==> src/rtl/rx_frame_defs.sv <==
// Shared constants for the UART frame receiver: header byte, error codes, FSM states.
package rx_frame_defs;

    localparam logic [7:0] HEADER      = 8'hAA;

    localparam logic [1:0] ERR_NONE    = 2'd0;
    localparam logic [1:0] ERR_BADLEN  = 2'd1;
    localparam logic [1:0] ERR_BADSUM  = 2'd2;
    localparam logic [1:0] ERR_TIMEOUT = 2'd3;

    typedef enum logic [2:0] {
        ST_HUNT = 3'd0,
        ST_LEN  = 3'd1,
        ST_DATA = 3'd2,
        ST_SUM  = 3'd3,
        ST_LOCK = 3'd4
    } state_t;

endpackage

==> src/rtl/rx_frame_buffer.sv <==
// Payload buffer: simple dual-port RAM, synchronous write, registered read.
// A read of the address being written in the same cycle returns the old byte.
module rx_frame_buffer #(
    parameter int AW = 4
) (
    input  logic          clk,
    input  logic          rst,
    input  logic          wr_en,
    input  logic [AW-1:0] wr_addr,
    input  logic [7:0]    wr_data,
    input  logic [AW-1:0] rd_addr,
    output logic [7:0]    rd_data
);

    logic [7:0] mem_q [2**AW];
    logic [7:0] rd_data_d;
    logic [7:0] rd_data_q;

    // Read mux sees the array before this cycle's write lands.
    always_comb begin
        rd_data_d = mem_q[rd_addr];
    end

    // Storage array; contents are not reset.
    always_ff @(posedge clk) begin
        if (wr_en) begin
            mem_q[wr_addr] <= wr_data;
        end
    end

    // Registered read port, cleared by reset.
    always_ff @(posedge clk) begin
        if (rst) begin
            rd_data_q <= '0;
        end else begin
            rd_data_q <= rd_data_d;
        end
    end

    assign rd_data = rd_data_q;

endmodule

==> src/rtl/rx_frame_ctrlmod.sv <==
// Frame assembler behind the UART byte receiver: [AA][LEN][payload][SUM].
// SUM is LEN plus all payload bytes, modulo 256. The header is not summed.
//
//  state   | meaning
//  --------+-----------------------------------------------------------
//  ST_HUNT | waiting for header byte, other bytes dropped, timer idle
//  ST_LEN  | header seen, waiting for length byte
//  ST_DATA | storing payload bytes into the buffer
//  ST_SUM  | waiting for checksum byte
//  ST_LOCK | good frame held for the host, receiver disabled until iAck
module rx_frame_ctrlmod
    import rx_frame_defs::*;
#(
    parameter int          MAX_LEN = 16,
    parameter logic [19:0] TIMEOUT = 20'd50000,
    parameter int          AW      = 4
) (
    input  logic          CLOCK,
    input  logic          RESET,
    output logic          oCall,
    input  logic          iDone,
    input  logic [7:0]    iData,
    output logic          oFrameDone,
    output logic [7:0]    oLen,
    input  logic [AW-1:0] iRdAddr,
    output logic [7:0]    oRdData,
    input  logic          iAck,
    output logic          oErr,
    output logic [1:0]    oErrCode
);

    localparam logic [7:0] MAX_LEN_B = 8'(MAX_LEN);

    state_t        state_q, state_d;
    logic [7:0]    len_q, len_d;
    logic [7:0]    sum_q, sum_d;
    logic [AW-1:0] count_q, count_d;
    logic [19:0]   timer_q, timer_d;
    logic          call_q, call_d;
    logic          frame_done_q, frame_done_d;
    logic          err_q, err_d;
    logic [1:0]    err_code_q, err_code_d;
    logic [7:0]    out_len_q, out_len_d;
    logic          wr_en;
    logic          timer_expired;
    logic          last_payload;

    // The byte in the expiry cycle takes priority, so expiry is only acted on without iDone.
    assign timer_expired = (timer_q == TIMEOUT - 20'd1);
    assign last_payload  = ({{(8-AW){1'b0}}, count_q} == len_q - 8'd1);

    // Next-state logic for the parser, checksum, payload counter and inter-byte timer.
    always_comb begin
        state_d      = state_q;
        len_d        = len_q;
        sum_d        = sum_q;
        count_d      = count_q;
        timer_d      = '0;
        call_d       = 1'b1;
        frame_done_d = 1'b0;
        err_d        = 1'b0;
        err_code_d   = err_code_q;
        out_len_d    = out_len_q;
        wr_en        = 1'b0;

        if ((state_q == ST_LEN || state_q == ST_DATA || state_q == ST_SUM) && !iDone) begin
            timer_d = timer_q + 20'd1;
        end

        case (state_q)
            ST_HUNT: begin
                if (iDone && iData == HEADER) begin
                    state_d = ST_LEN;
                end
            end
            ST_LEN: begin
                if (iDone) begin
                    if (iData == 8'd0 || iData > MAX_LEN_B) begin
                        err_d      = 1'b1;
                        err_code_d = ERR_BADLEN;
                        state_d    = ST_HUNT;
                    end else begin
                        len_d   = iData;
                        sum_d   = iData;
                        count_d = '0;
                        state_d = ST_DATA;
                    end
                end else if (timer_expired) begin
                    err_d      = 1'b1;
                    err_code_d = ERR_TIMEOUT;
                    timer_d    = '0;
                    state_d    = ST_HUNT;
                end
            end
            ST_DATA: begin
                if (iDone) begin
                    wr_en   = 1'b1;
                    sum_d   = sum_q + iData;
                    count_d = count_q + 1'b1;
                    if (last_payload) begin
                        state_d = ST_SUM;
                    end
                end else if (timer_expired) begin
                    err_d      = 1'b1;
                    err_code_d = ERR_TIMEOUT;
                    timer_d    = '0;
                    state_d    = ST_HUNT;
                end
            end
            ST_SUM: begin
                if (iDone) begin
                    if (iData == sum_q) begin
                        frame_done_d = 1'b1;
                        out_len_d    = len_q;
                        call_d       = 1'b0;
                        state_d      = ST_LOCK;
                    end else begin
                        err_d      = 1'b1;
                        err_code_d = ERR_BADSUM;
                        state_d    = ST_HUNT;
                    end
                end else if (timer_expired) begin
                    err_d      = 1'b1;
                    err_code_d = ERR_TIMEOUT;
                    timer_d    = '0;
                    state_d    = ST_HUNT;
                end
            end
            ST_LOCK: begin
                // Receiver stays disabled so the locked payload cannot be overwritten.
                call_d = 1'b0;
                if (iAck) begin
                    call_d  = 1'b1;
                    state_d = ST_HUNT;
                end
            end
            default: begin
                state_d = ST_HUNT;
            end
        endcase
    end

    // State and registered outputs; reset drops any partial frame without flagging an error.
    always_ff @(posedge CLOCK) begin
        if (RESET) begin
            state_q      <= ST_HUNT;
            len_q        <= '0;
            sum_q        <= '0;
            count_q      <= '0;
            timer_q      <= '0;
            call_q       <= 1'b0;
            frame_done_q <= 1'b0;
            err_q        <= 1'b0;
            err_code_q   <= ERR_NONE;
            out_len_q    <= '0;
        end else begin
            state_q      <= state_d;
            len_q        <= len_d;
            sum_q        <= sum_d;
            count_q      <= count_d;
            timer_q      <= timer_d;
            call_q       <= call_d;
            frame_done_q <= frame_done_d;
            err_q        <= err_d;
            err_code_q   <= err_code_d;
            out_len_q    <= out_len_d;
        end
    end

    rx_frame_buffer #(
        .AW(AW)
    ) u_buffer (
        .clk     (CLOCK),
        .rst     (RESET),
        .wr_en   (wr_en),
        .wr_addr (count_q),
        .wr_data (iData),
        .rd_addr (iRdAddr),
        .rd_data (oRdData)
    );

    assign oCall      = call_q;
    assign oFrameDone = frame_done_q;
    assign oErr       = err_q;
    assign oErrCode   = err_code_q;
    assign oLen       = out_len_q;

endmodule

==> config.mk <==
export PLATFORM = sky130hd
export DESIGN_NAME = rx_frame_ctrlmod
export DESIGN_NICKNAME = d
export VERILOG_FILES = /design/src/rtl/rx_frame_defs.sv /design/src/rtl/rx_frame_buffer.sv /design/src/rtl/rx_frame_ctrlmod.sv
export SDC_FILE = /design/constraint.sdc
export NUM_CORES = 1
export LEC_CHECK = 0
export CAP_MARGIN = 20
export CORE_UTILIZATION = 45
export DETAILED_ROUTE_END_ITERATION = 8
export SLEW_MARGIN = 40
export SYNTH_ARGS = -nofsm -noshare
export SYNTH_HDL_FRONTEND = slang
export SYNTH_SLANG_ARGS = --single-unit
==> constraint.sdc <==
create_clock -name CLOCK -period 2.77 [get_ports CLOCK]
set_clock_uncertainty 0.05 [all_clocks]
set_input_delay 0.831 -clock CLOCK [delete_from_list [all_inputs] [get_ports CLOCK]]
set_output_delay 0.831 -clock CLOCK [all_outputs]
set_load 0.05 [all_outputs]
Word-level counts from Yosys, hierarchy flattened --
Memory sizes are Yosys's and may differ from the RTL's. A register that Yosys moved wholly into a read port is not among the register bits. Cells that the tools add are included.
Cells by class: add/sub/neg operators 4, magnitude comparators 1, equal/unequal tests 17, muxes and demuxes 44, bitwise logic cells 3, reduce and logical (&&, ||, !) cells 17
Operator list (count):
- $mux W20 | 4
- $mux W3 | 8
- $mux W8 | 3
- $add A20 B1 Y20 const B | 1
- $eq A20 B16 Y1 const B | 1
- $pmux W8 S2 | 1
- $pmux W3 S5 | 1
- $mux W2 | 7
- $mux W1 | 13
- $mux W4 | 3
- $ne A2 B2 Y1 const B | 6
- $reduce_and A3 Y1 | 3
- $add A8 B8 Y8 | 1
- $eq A4 B8 Y1 | 1
- $eq A8 B8 Y1 | 1
- $eq A8 B8 Y1 const B | 1
- $gt A8 B5 Y1 const B | 1
- $logic_not A8 Y1 | 1
- $pmux W4 S2 | 1
- $reduce_and A4 Y1 | 2
- $sub A8 B1 Y8 const B | 1
- $eq A3 B2 Y1 const B | 2
- $ne A3 B3 Y1 const B | 2
- $pmux W2 S3 | 1
- other kinds (14) | 20
Storage, ports and cells: flip-flop bits (word level) 56, RAM bits 128, bits of input ports 16, output and inout port bits 21, word-level logic and storage cells 97, memories 1
Memory list:
- u_buffer.mem_q | words 16, bits a word 8, rd ports 1, clocked after memory_dff 1, write ports 1, RTL line rx_frame_buffer.sv:15 | logic [7:0] mem_q [2**AW];

Depth between registers and ports, before layout --
depth after elaboration 8, gate-level depth with buffers 9, mapped depth without buffers 9

By module --
From an unflattened synthesis, not the netlist that was laid out.
Second synthesis, totals: cells, all modules 586, area total of the unflattened synthesis 8052.7 um^2
Modules (own cells, without submodules):
- rx_frame_buffer | instances 1, cells each 259, area each 5282.6 um^2
- rx_frame_ctrlmod | instances 1, cells each 327, area each 2770.2 um^2

Worst setup path after synthesis --
Ideal clock, no wire load.
path kind input to register, start input port iRdAddr[0], end register u_buffer.rd_data_q[1], in the netlist u_buffer.rd_data[1], read port of u_buffer.mem_q, setup time 0.128 ns, arrival time 2.250 ns, required time 2.592 ns, slack 0.341 ns, stages 5, buffers on the path 2, path through buf_2 -> buf_6 -> mux4_2 -> mux4_2 -> nor2b_1
RTL lines:
- from (decl) | RTL line rx_frame_ctrlmod.sv:25 | input logic [AW-1:0] iRdAddr,
- to (decl) | RTL line rx_frame_buffer.sv:17 | logic [7:0] rd_data_q;

Final worst setup path --
start input port iData[4], end register err_code_q[0], in the netlist oErrCode[0]
Between the ends: cells in the longest elaborated chain, start to end 4, elaborated cells between the ends (all ways) 7, classes of those cells order compare (1); eq/ne (3); reduce/logical (3)
Ends and longest elaborated chain:
- from (decl) | RTL line rx_frame_ctrlmod.sv:22 | input logic [7:0] iData,
- $gt A8 B5 Y1 or $logic_not A8 Y1 (tied branches) | RTL line rx_frame_ctrlmod.sv:78 | if (iData == 8'd0 || iData > MAX_LEN_B) begin
- $logic_or A1 B1 Y1 | RTL line rx_frame_ctrlmod.sv:78
- $ne A3 B2 Y1 (no line)
- $reduce_and A4 Y1 (no line) (*)
- to (signal assigned) | RTL line rx_frame_ctrlmod.sv:165 | err_code_q <= err_code_d;
- to (decl) | RTL line rx_frame_ctrlmod.sv:42 | logic [1:0] err_code_q, err_code_d;
Mark *: on every way between the ends. The rest lies on a longest branch, timed or not. A chain may end at the register's enable or synchronous reset.

==> metrics.cfg <==
[synth]
synthXorXnorAreaFrac_pct = 3.19
synth_area_leaders = edfxtp_1, dfxtp_1, mux4_2
ys_top_cells_by_count = edfxtp_1, dfxtp_1, nor2_1
synth.net_count = 587
synth_top_cell_by_area = edfxtp_1
yosys_warnings = 0
synth_top_family_by_area = multiplexers
syn_avg_cell_area_um2 = 14.3
ys.flop_type = edfxtp_1
synthMuxAreaShare_pct = 12.3
async_reset_ff_share_pct = 0
synth_compound_area_share_pct = 4.51
synth_fa_ha_area_share_pct = 2.29
synth_edf_count = 128
post-synth-top-area-fraction_pct = 48.3
ys_seq_area_share_pct = 64.4
synth-simple-area-share_pct = 11.2
synth_most_common_cell = edfxtp_1
syn_inst = 557
yosysUniqueCellTypes = 50
ys_ff_latch = 192
netlist_area_mm2 = 0.00796

[cts]
hold_buffers = 0
path_clk_slew_ns = 0.07
cts_buffers = 17
cts_setup_buffers = 0
max-clock-path-buffers = 2
cts_tree = built
cts_max_level = 4
clock_latency_ns = 0.43
root_buffer = clkbuf_16
clkSinkCount = 192

[timing]
fin_tns_setup_ns = 0
setup_viol = 0
fmax_mhz = 377
tightest_slew_ns = 0.513
slew_headroom_pct = 65.7
hold_viol_final = 0
whs_ns = 0.407
rsz0062_at_grt = false
fin_crit_sh_pct = 95.9
fin_crit_ns = 2.66
drv_slew = 0

[global_route]
antenna_found_initial = 0
grt_max_degree = 39
grt_pass1_wl_um = 26900
overflow = 0
grt_usage_pct = 20.5
first_global_vias = 4786

[die]
core-area_mm2 = 0.0173
die_w_um = 135
io_pins = 37
rows = 48
die_area_mm2 = 0.0182
die_h_um = 135
initial_core_util_pct = 46.0

[job]
maxCapViolations = 0

[final_layout]
diodes = 0
final_util_pct = 55.4
fillers = 1421
final_nets = 683
area_delta_synth_final_pct = 20.4
drive_gt1_share_pct = 21.0
postLayoutCellArea_mm2 = 0.00959

[setup_path]
crit_fanout = 5
ff2ff_setup_slack_ns = 0.65
cp_cell_sequence = clkdlybuf4s50_1 > ha_1 > nor3_1 > buf_4 > nand4_1 > a21oi_1 > o41a_1 > o21a_1
cp.required_ns = 3.10
critPathBufInv = 2
crit_type = in -> reg
cp_slowest_cell = clkdlybuf4s50_1
cp-start-kind = input pin
cp.arrival_ns = 2.98
max_stage_delay_ns = 0.49
crit_family = buffers and inverters
worst_setup_path_end_kind = flop

[route]
post_drt_wl_per_cell_um = 19.0
viasPerCell = 5.34
drc = 0
wirelength_um = 17000
drtPass1Iterations = 4
drtIter0Drc = 350
ant_nets = 0
route.vias.total = 4761

[placed_design]
dp_hpwl_um = 11500
gp_congestion = 0.838
io_buffers = 36
placed_area_mm2 = 0.00901

[power_and_ir_drop]
power_uw = 5740
ir_worst_vdd_mv = 0.469
leakage_uw = 0.00323
powerDensity_mw_per_mm2 = 599

[hold_path]
hp-class = reg -> reg

[run_status]
status = completed

==> final cells by class <==
type                    instances  area [µm²]  area share (%)
well taps                     225         282            2.94
clock inverters                15         141            1.47
multi-input cells             329        2680            27.9
flip-flops and latches        192        5120            53.5
inverters                      12        45.0           0.470
clock buffers                  17         425            4.44
repair buffers                101         893            9.32
==> cells in the final DEF (no fill, tap or decap), types with 6 or more instances in the layout <==
cell and n:
nor2b_1 10, xnor2_1 14, clkbuf_16 17, inv_1 11
clkinv_1 6, edfxtp_1 128, and3_1 6, ha_1 13
nand3_1 15, nor3_1 15, o21ai_0 6, buf_4 61
dfxtp_1 64, mux2i_1 8, nand2_1 44, a21oi_1 22
nor2_1 60, clkdlybuf4s50_1 35, mux4_2 40, xor2_1 15
==> report_power, final <==
group	switching [µW]	leakage, µW	internal, µW
clock	1040	0.000270	1320
combinational	170	0.00130	144
sequential	2.88	0.00167	3060
==> worst reg2reg max path, stage by stage (launching register included) <==
cell and delay [ns]:
dfxtp_1 0.38, ha_1 0.20, and3_1 0.27, nand2_1 0.12, o31ai_1 0.42, nand2_1 0.17, nor4_2 0.24, nor2b_1 0.20
==> flip-flops by register name (all words and copies together) (netlist names) <==
signal,flops
u_buffer.mem_q,128
timer_q,20
len_q,8
oLen,8
sum_q,8
u_buffer.rd_data,8
count_q,4
state_q,3
oErrCode,2
oCall,1
oErr,1
oFrameDone,1
==> repair_timing <==
action                                 CTS  global route
endpoints found under the hold margin    0             0
setup endpoints to repair                0             1
resized for setup                        0             1
==> stage by stage <==
| step | cells | worst slack (ns) |
|---|---|---|
| 2_1_floorplan | 557 | 0.341 |
| 3_3_place_gp | 859 | -0.317 |
| 3_5_place_dp | 859 | -0.365 |
| 4_1_cts | 891 | 0.101 |
| 5_1_grt | 891 | 0.0372 |
| 6_report | 891 | 0.115 |
==> worst paths after layout <==
path | start | end | depth (start not counted)
max reg2reg | timer_q[0] | oErr | 7
max | iData[4] | oErrCode[0] | 8
min | oLen[3] | oLen[3] | 2
min reg2reg | oLen[3] | oLen[3] | 2
==> kinds of logic after synthesis <==
group,Yosys count
compound gates,54
xor+xnor,29
fa+ha+maj,14
buf+inv,36
flops,192
mux,48
simple gates,184
==> routing by layer <==
layer  GRT usage (%)  share of wire [%]
met4            6.49               0.91
met1            26.6                 43
met3            5.93                6.3
met2            33.4                 50
met5               0                  0
Note: power is estimated with default switching activity, not from simulation.
